### config.mk
export PLATFORM = sky130hd
export DESIGN_NAME = iob_aclint
export DESIGN_NICKNAME = d
export VERILOG_FILES = /design/src/rtl/iob_aclint.sv
export SDC_FILE = /design/constraint.sdc
export NUM_CORES = 1
export LEC_CHECK = 0
export ABC_CLOCK_PERIOD_IN_PS = 2560
export BUFFER_PORTS_ARGS = -buffer_cell sky130_fd_sc_hd__buf_2
export CELL_PAD_IN_SITES_DETAIL_PLACEMENT = 1
export CELL_PAD_IN_SITES_GLOBAL_PLACEMENT = 2
export CORE_UTILIZATION = 32
export CTS_CLUSTER_DIAMETER = 40
export CTS_CLUSTER_SIZE = 25
export DETAILED_ROUTE_END_ITERATION = 6
export PLACE_DENSITY = 0.82
export SYNTH_ARGS = -nofsm -noshare
export SYNTH_HDL_FRONTEND = slang
export SYNTH_SLANG_ARGS = --single-unit
### constraint.sdc
create_clock -name clk_i -period 2.56 [get_ports clk_i]
set_input_delay 0.256 -clock clk_i [delete_from_list [all_inputs] [get_ports clk_i]]
set_output_delay 0.256 -clock clk_i [all_outputs]
set_load 0.02 [all_outputs]
### src/rtl/iob_aclint.sv
`default_nettype none
// +--------------------------------------------------------------------------+
// | Module   : iob_aclint                                                    |
// | Purpose  : RISC-V ACLINT (MTIMER + MSWI + SSWI) behind an IOb-native     |
// |            slave port. The runtime prescaler divides clk_i into mtime    |
// |            ticks. Per-hart interrupt lines drive hart mip inputs.        |
// | Revision : 1.0 - initial release                                         |
// +--------------------------------------------------------------------------+
// | Ports                                                                    |
// |   clk_i         in   clock                                               |
// |   rst_n_i       in   synchronous active-low reset                        |
// |   iob_avalid_i  in   request valid                                       |
// |   iob_addr_i    in   byte address, bits [1:0] ignored                    |
// |   iob_wdata_i   in   write data                                          |
// |   iob_wstrb_i   in   byte strobes, all zero = read                       |
// |   iob_rvalid_o  out  read data valid, one cycle after the read           |
// |   iob_rdata_o   out  read data                                           |
// |   iob_ready_o   out  request accepted (high every cycle out of reset)    |
// |   mtip_o        out  machine timer interrupt pending, one bit per hart   |
// |   msip_o        out  machine software interrupt pending, one per hart    |
// |   ssip_o        out  supervisor software interrupt pulse, one per hart   |
// +--------------------------------------------------------------------------+
module iob_aclint #(
  parameter int N_HARTS      = 1,
  parameter int ADDR_W       = 16,
  parameter int DATA_W       = 32,
  parameter int MTIME_W      = 64,
  parameter int PRESCALE_W   = 16,
  parameter int PRESCALE_RST = 99,
  parameter int SSWI_EN      = 1
) (
  input  logic                  clk_i,
  input  logic                  rst_n_i,
  input  logic                  iob_avalid_i,
  input  logic [ADDR_W-1:0]     iob_addr_i,
  input  logic [DATA_W-1:0]     iob_wdata_i,
  input  logic [DATA_W/8-1:0]   iob_wstrb_i,
  output logic                  iob_rvalid_o,
  output logic [DATA_W-1:0]     iob_rdata_o,
  output logic                  iob_ready_o,
  output logic [N_HARTS-1:0]    mtip_o,
  output logic [N_HARTS-1:0]    msip_o,
  output logic [N_HARTS-1:0]    ssip_o
);

  localparam logic [31:0] c_MSIP_BASE  = 32'h0000_0000;
  localparam logic [31:0] c_MTCMP_BASE = 32'h0000_4000;
  localparam logic [31:0] c_MTIME_LO   = 32'h0000_BFF8;
  localparam logic [31:0] c_MTIME_HI   = 32'h0000_BFFC;
  localparam logic [31:0] c_SSIP_BASE  = 32'h0000_C000;
  localparam logic [31:0] c_PRESCALE_A = 32'h0000_C800;
  localparam logic [31:0] c_CTRL_A     = 32'h0000_C804;

  // Byte-strobe merge of a new bus word into an existing register word.
  function automatic logic [DATA_W-1:0] f_merge(input logic [DATA_W-1:0] old_v,
                                                input logic [DATA_W-1:0] new_v,
                                                input logic [DATA_W/8-1:0] strb);
    logic [DATA_W-1:0] res;
    res = old_v;
    for (int b = 0; b < DATA_W/8; b++) begin
      if (strb[b]) res[8*b +: 8] = new_v[8*b +: 8];
    end
    return res;
  endfunction

  logic                  r_ready;
  logic                  r_rvalid;
  logic [DATA_W-1:0]     r_rdata;
  logic [MTIME_W-1:0]    r_mtime;
  logic [PRESCALE_W-1:0] r_prescale;
  logic [PRESCALE_W-1:0] r_pcnt;
  logic                  r_mtime_en;

  logic [31:0]           w_a;
  logic                  w_wr;
  logic                  w_rd;
  logic                  w_tick;
  logic [63:0]           w_mtime_ext;
  logic [DATA_W-1:0]     w_rdata;
  logic [DATA_W-1:0]     w_hart_rdata [N_HARTS];
  logic [N_HARTS-1:0]    w_mtip;
  logic [N_HARTS-1:0]    w_msip;
  logic [N_HARTS-1:0]    w_ssip;

  // Word-aligned, zero-extended address used by every decoder below.
  assign w_a         = 32'(iob_addr_i) & ~32'h3;
  assign w_wr        = iob_avalid_i & r_ready & (|iob_wstrb_i);
  assign w_rd        = iob_avalid_i & r_ready & ~(|iob_wstrb_i);
  assign w_tick      = r_mtime_en & (r_pcnt == r_prescale);
  assign w_mtime_ext = 64'(r_mtime);

  // Bus handshake and registered read data.
  always_ff @(posedge clk_i) begin
    if (!rst_n_i) begin
      r_ready  <= 1'b0;
      r_rvalid <= 1'b0;
      r_rdata  <= '0;
    end else begin
      r_ready  <= 1'b1;
      r_rvalid <= w_rd;
      if (w_rd) r_rdata <= w_rdata;
    end
  end

  // Prescaler and control; a PRESCALE write restarts the count from zero.
  always_ff @(posedge clk_i) begin
    if (!rst_n_i) begin
      r_prescale <= PRESCALE_W'(PRESCALE_RST);
      r_pcnt     <= '0;
      r_mtime_en <= 1'b1;
    end else begin
      if (w_wr && (w_a == c_PRESCALE_A)) begin
        r_prescale <= PRESCALE_W'(f_merge(DATA_W'(r_prescale), iob_wdata_i, iob_wstrb_i));
        r_pcnt     <= '0;
      end else if (r_mtime_en) begin
        r_pcnt <= (r_pcnt == r_prescale) ? '0 : r_pcnt + PRESCALE_W'(1);
      end
      if (w_wr && (w_a == c_CTRL_A) && iob_wstrb_i[0]) r_mtime_en <= iob_wdata_i[0];
    end
  end

  // mtime: a bus write to either half wins over a coincident tick, and the
  // untouched half keeps its old value (no carry from the dropped tick).
  always_ff @(posedge clk_i) begin
    if (!rst_n_i) begin
      r_mtime <= '0;
    end else if (w_wr && (w_a == c_MTIME_LO)) begin
      r_mtime <= MTIME_W'({w_mtime_ext[63:32],
                           f_merge(w_mtime_ext[31:0], iob_wdata_i, iob_wstrb_i)});
    end else if (w_wr && (w_a == c_MTIME_HI)) begin
      r_mtime <= MTIME_W'({f_merge(w_mtime_ext[63:32], iob_wdata_i, iob_wstrb_i),
                           w_mtime_ext[31:0]});
    end else if (w_tick) begin
      r_mtime <= r_mtime + MTIME_W'(1);
    end
  end

  // Per-hart registers: MSIP, MTIMECMP, registered mtip and optional SSWI.
  for (genvar h = 0; h < N_HARTS; h++) begin : g_hart
    localparam logic [31:0] c_MSIP_A  = c_MSIP_BASE + 32'(4 * h);
    localparam logic [31:0] c_CMP_LO  = c_MTCMP_BASE + 32'(8 * h);
    localparam logic [31:0] c_CMP_HI  = c_MTCMP_BASE + 32'(8 * h + 4);

    logic               r_msip_h;
    logic               r_mtip_h;
    logic [MTIME_W-1:0] r_cmp_h;
    logic [63:0]        w_cmp_ext;
    logic               w_sel_msip;
    logic               w_sel_lo;
    logic               w_sel_hi;

    assign w_cmp_ext  = 64'(r_cmp_h);
    assign w_sel_msip = (w_a == c_MSIP_A);
    assign w_sel_lo   = (w_a == c_CMP_LO);
    assign w_sel_hi   = (w_a == c_CMP_HI);

    always_ff @(posedge clk_i) begin
      if (!rst_n_i) begin
        r_msip_h <= 1'b0;
        r_mtip_h <= 1'b0;
        r_cmp_h  <= '1;
      end else begin
        if (w_wr && w_sel_msip && iob_wstrb_i[0]) r_msip_h <= iob_wdata_i[0];
        if (w_wr && w_sel_lo) begin
          r_cmp_h <= MTIME_W'({w_cmp_ext[63:32],
                               f_merge(w_cmp_ext[31:0], iob_wdata_i, iob_wstrb_i)});
        end else if (w_wr && w_sel_hi) begin
          r_cmp_h <= MTIME_W'({f_merge(w_cmp_ext[63:32], iob_wdata_i, iob_wstrb_i),
                               w_cmp_ext[31:0]});
        end
        // Level compare, registered: follows mtime/mtimecmp one cycle later.
        r_mtip_h <= (r_mtime >= r_cmp_h);
      end
    end

    assign w_msip[h] = r_msip_h;
    assign w_mtip[h] = r_mtip_h;
    assign w_hart_rdata[h] = w_sel_msip ? {31'b0, r_msip_h} :
                             w_sel_lo   ? w_cmp_ext[31:0]   :
                             w_sel_hi   ? w_cmp_ext[63:32]  : '0;

    if (SSWI_EN != 0) begin : g_sswi
      localparam logic [31:0] c_SSIP_A = c_SSIP_BASE + 32'(4 * h);
      logic r_ssip_h;
      // Single-cycle pulse on each qualifying SETSSIP write.
      always_ff @(posedge clk_i) begin
        if (!rst_n_i) r_ssip_h <= 1'b0;
        else          r_ssip_h <= w_wr && (w_a == c_SSIP_A) && iob_wstrb_i[0] && iob_wdata_i[0];
      end
      assign w_ssip[h] = r_ssip_h;
    end else begin : g_no_sswi
      assign w_ssip[h] = 1'b0;
    end
  end

  // Read mux: per-hart windows are mutually exclusive, so OR them together.
  always_comb begin
    w_rdata = '0;
    for (int h = 0; h < N_HARTS; h++) w_rdata = w_rdata | w_hart_rdata[h];
    if (w_a == c_MTIME_LO)   w_rdata = w_mtime_ext[31:0];
    if (w_a == c_MTIME_HI)   w_rdata = w_mtime_ext[63:32];
    if (w_a == c_PRESCALE_A) w_rdata = DATA_W'(r_prescale);
    if (w_a == c_CTRL_A)     w_rdata = {31'b0, r_mtime_en};
  end

  assign iob_ready_o  = r_ready;
  assign iob_rvalid_o = r_rvalid;
  assign iob_rdata_o  = r_rdata;
  assign mtip_o       = w_mtip;
  assign msip_o       = w_msip;
  assign ssip_o       = w_ssip;

endmodule
`default_nettype wire
==> flow_summary_export.csv <==
group,metric,value,unit
clocking,cts_tree,"done",
clocking,clkTransAtPathRegs,0.07,ns
timing,period_minus_slack,2.474,ns
pwr,netSwitchingFraction,0.2427,
hold_path,hp-class,"input pin to flop",
placed_design,dp_cells,2082,
timing,final.setup_skew,0.01374,ns
timing,hold_viol,0,
timing,fin_crit_sh,0.9666,
placed_design,hpwl,33890,um
finish,syn2layout_area_growth,20.15,%
worst_setup_path,cp_top_family,"simple AND/OR/NAND/NOR gates",
worst_setup_path,critPathBufInv,4,
drt,dr_total_vias,12025,
drt,wirelength,45240,um
yosys,synthesis.nets,1620,
drt,drt_iter0_markers,801,
yosys,yosysTopAreaCell,"dfxtp_1",
worst_setup_path,worst_path_most_repeated_cell,"buf_4",
pwr,total_power,6271,uW
worst_setup_path,cp.arrival,2.85,ns
clocking,cts-root-buf,"clkbuf_16",
floorplan,die_y,192.1,um
yosys,ys_seq_area_frac,0.3428,
timing,worst_slew_pin_slew,1.249,ns
floorplan,num_rows,69,
pwr,seqPwrFrac,0.493,
pwr,netSwitchingPower,1522,uW
global_routing,grt_util_all_layers,0.2508,
yosys,synth-async-reset-ratio,0,
worst_setup_path,crit_type,"flop to flop",
worst_setup_path,cp-start-kind,"flop",
yosys,yosysMostFrequentCell,"nand2_1",
status,status,"finished, final reports clean",
pwr,p_comb_frac,0.046,
clocking,cts.sinks,198,
worst_setup_path,critical_path.slowest_cell,"or4_4",
drt,drc_errors,0,
timing,timing.setup.tns,0,ns
clocking,clockBufferDepth,2,
pwr,power_density,451.4,nW/um^2
clocking,cts_max_level,4,
yosys,synth_edf_count,0,
yosys,synth.distinct_cells,70,
pwr,p_leak,0.006009,uW
yosys,ys_ff_latch,198,
finish,nFillCells,4372,
pwr,pwr-share-clk,0.462,
pwr,p_int,4749,uW
global_routing,grt_remaining_overflow,0,
clocking,clk-insertion-delay-late,0.46,ns
yosys,avgSynthCellArea,7.713,um^2
finish,fin_area,13890,um^2
timing,relSlewSlack,0.1663,
placed_design,gp_congestion,0.8790,
timing,drv_slew,0,
timing,setup_viol,0,
clocking,cts_inserted_buffers,17,
pwr,ir_drop,0.4904,mV
drt,ant_nets,0,
drt,routedWlPerCell,21.39,um
placed_design,dpl_cell_area,13220,um^2
placed_design,portBuffers,89,
floorplan,die_width,192.1,um
floorplan,die_area,36900,um^2
drt,viasPerCell,5.686,
worst_setup_path,slowest_delay,0.58,ns
floorplan,initial_core_util,0.3251,
finish,final_cells,2115,
worst_setup_path,path_cells,"nand3_1, or4_4, buf_4, nor4_4, buf_4, buf_4, buf_4, nand3_1, o31ai_2, nand2_1, a21oi_1",
yosys,synth_warnings,0,
drt,first_pass_iters,5,
worst_setup_path,cp_max_fo,6,
yosys,synthTopCellsByCount,"nand2_1 (243), dfxtp_1 (198), o21ai_0 (147)",
global_routing,grt_max_degree,92,
yosys,yosysTopAreaCellShare,0.3428,
worst_setup_path,critPathRequiredTime,2.94,ns
job,maxCapViolations,0,
finish,antenna_cells,0,
floorplan,ios,92,
floorplan,core-area,35570,um^2
global_routing,grt_pass1_wl,70720,um
timing,fmax,0.4041,GHz
finish,drive_gt1_frac,0.1784,
worst_setup_path,cp-end-kind,"flop",
global_routing,grt_pass1_vias,12481,
yosys,synth.area.top_cells,"dfxtp_1 (34%), nand2_1 (7.9%), ha_1 (7.1%)",
yosys,netlist_instances,1499,
finish,fin_nets,1763,
yosys,synth_flop_cell,"dfxtp_1",
yosys,synth_area,11560,um^2
global_routing,grt_antenna_before_repair,1,
==> registers in the layout (all words and copies together), names as in the netlist <==
register,count
g_hart.r_cmp_h,64
iob_rdata_o,32
iob_ready_o,1
iob_rvalid_o,1
msip_o,1
mtip_o,1
r_mtime,64
r_mtime_en,1
r_pcnt,16
r_prescale,16
ssip_o,1
==> layout by cell type (no fill, tap or decap), types with 5 or more instances in the layout <==
cell,n
nand3_1,60
a221oi_1,19
ha_1,66
or2_2,5
buf_2,88
a211oi_1,9
a31oi_1,19
clkbuf_16,17
o211ai_1,69
o21ai_0,146
o21a_1,7
a21oi_1,103
dfxtp_1,196
and3_1,18
a32o_1,7
a222oi_1,15
nor2_1,95
nor2_2,5
a21o_1,14
and2_1,13
mux2_2,15
and4_1,5
nand4_1,30
mux2i_1,19
nand2_1,242
o31ai_1,13
xnor2_1,7
inv_1,75
nor4_1,6
xor2_1,27
nor3_1,28
buf_4,120
==> cells by family (layout without fill, tap and decap cells) <==
| family | after synthesis | after routing | synth area share |
|---|---|---|---|
| XOR/XNOR | 34 | 34 | 0.02576 |
| adder cells (fa/ha/maj) | 66 | 66 | 0.07142 |
| AO/OA/AOI/OAI | 467 | 467 | 0.2590 |
| flip-flops | 198 | 198 | 0.3428 |
| AND/OR/NAND/NOR | 536 | 536 | 0.2146 |
| multiplexers | 34 | 34 | 0.03106 |
| buffers and inverters | 164 | 319 | 0.05540 |
==> through the flow <==
stage | hold slack [ns] | setup slack (ns) | util
global placement | 0.4324 | 0.06146 | 0.3717
CTS | 0.08890 | 0.008296 | 0.3887
detailed placement | 0.4432 | -0.02124 | 0.3717
floorplan | 0.2837 | 0.1242 | -
global route | 0.1299 | -0.03025 | 0.3906
finish | 0.1113 | 0.08558 | 0.3906
==> layer usage <==
| metal | GRT usage | share of wire |
|---|---|---|
| met1 | 0.3258 | 0.46 |
| met2 | 0.4217 | 0.47 |
| met3 | 0.03015 | 0.043 |
| met4 | 0.09600 | 0.030 |
| met5 | 0 | 0 |
==> final timing paths <==
| path | startpoint | end | slack, ns | cells past startpoint |
|---|---|---|---|---|
| hold / removal | iob_wdata_i[22] | g_hart[0].r_cmp_h[22]$_SDFFE_PN1P_ | 0.11 | 3 |
| setup / recovery | r_mtime[14]$_SDFFE_PN0P_ | r_mtime[49]$_SDFFE_PN0P_ | 0.09 | 11 |
| hold reg to reg | iob_rdata_o[15]$_SDFFE_PN0P_ | iob_rdata_o[15]$_SDFFE_PN0P_ | 0.45 | 2 |
| setup reg to reg | r_mtime[14]$_SDFFE_PN0P_ | r_mtime[49]$_SDFFE_PN0P_ | 0.09 | 11 |
==> worst reg2reg max path, stage by stage (launching register included) <==
cell     delay (ns)
dfxtp_1        0.34
nand3_1        0.14
or4_4          0.58
buf_4          0.18
nor4_4         0.25
buf_4          0.19
buf_4          0.11
buf_4          0.11
nand3_1        0.09
o31ai_2        0.20
nand2_1        0.08
a21oi_1        0.14
==> area by class of cell <==
cell class | instances | area (um^2) | share of cell area
Multi-Input combinational cell | 1137 | 7037 | 0.5065
Sequential cell | 198 | 3966 | 0.2855
Timing Repair Buffer | 212 | 1421 | 0.1023
Tap cell | 461 | 576.8 | 0.04152
Clock buffer | 19 | 452.9 | 0.03260
Inverter | 76 | 285.3 | 0.02053
Clock inverter | 12 | 152.6 | 0.01099
==> power by group through the flow <==
stage	logic, uW	clock network (uW)	registers (uW)
5_1_grt	302	3060	3090
4_1_cts	284	2950	3090
2_1_floorplan	106	0	3160
6_report	286	2900	3090
3_5_place_dp	283	0	3160
3_3_place_gp	280	0	3160
==> timing repair <==
item	CTS	global route
hold buffers	0	0
setup buffers	0	2
endpoints found under the setup margin	0	10
resized for setup	0	12
Note: power is estimated with default switching activity, not from simulation.
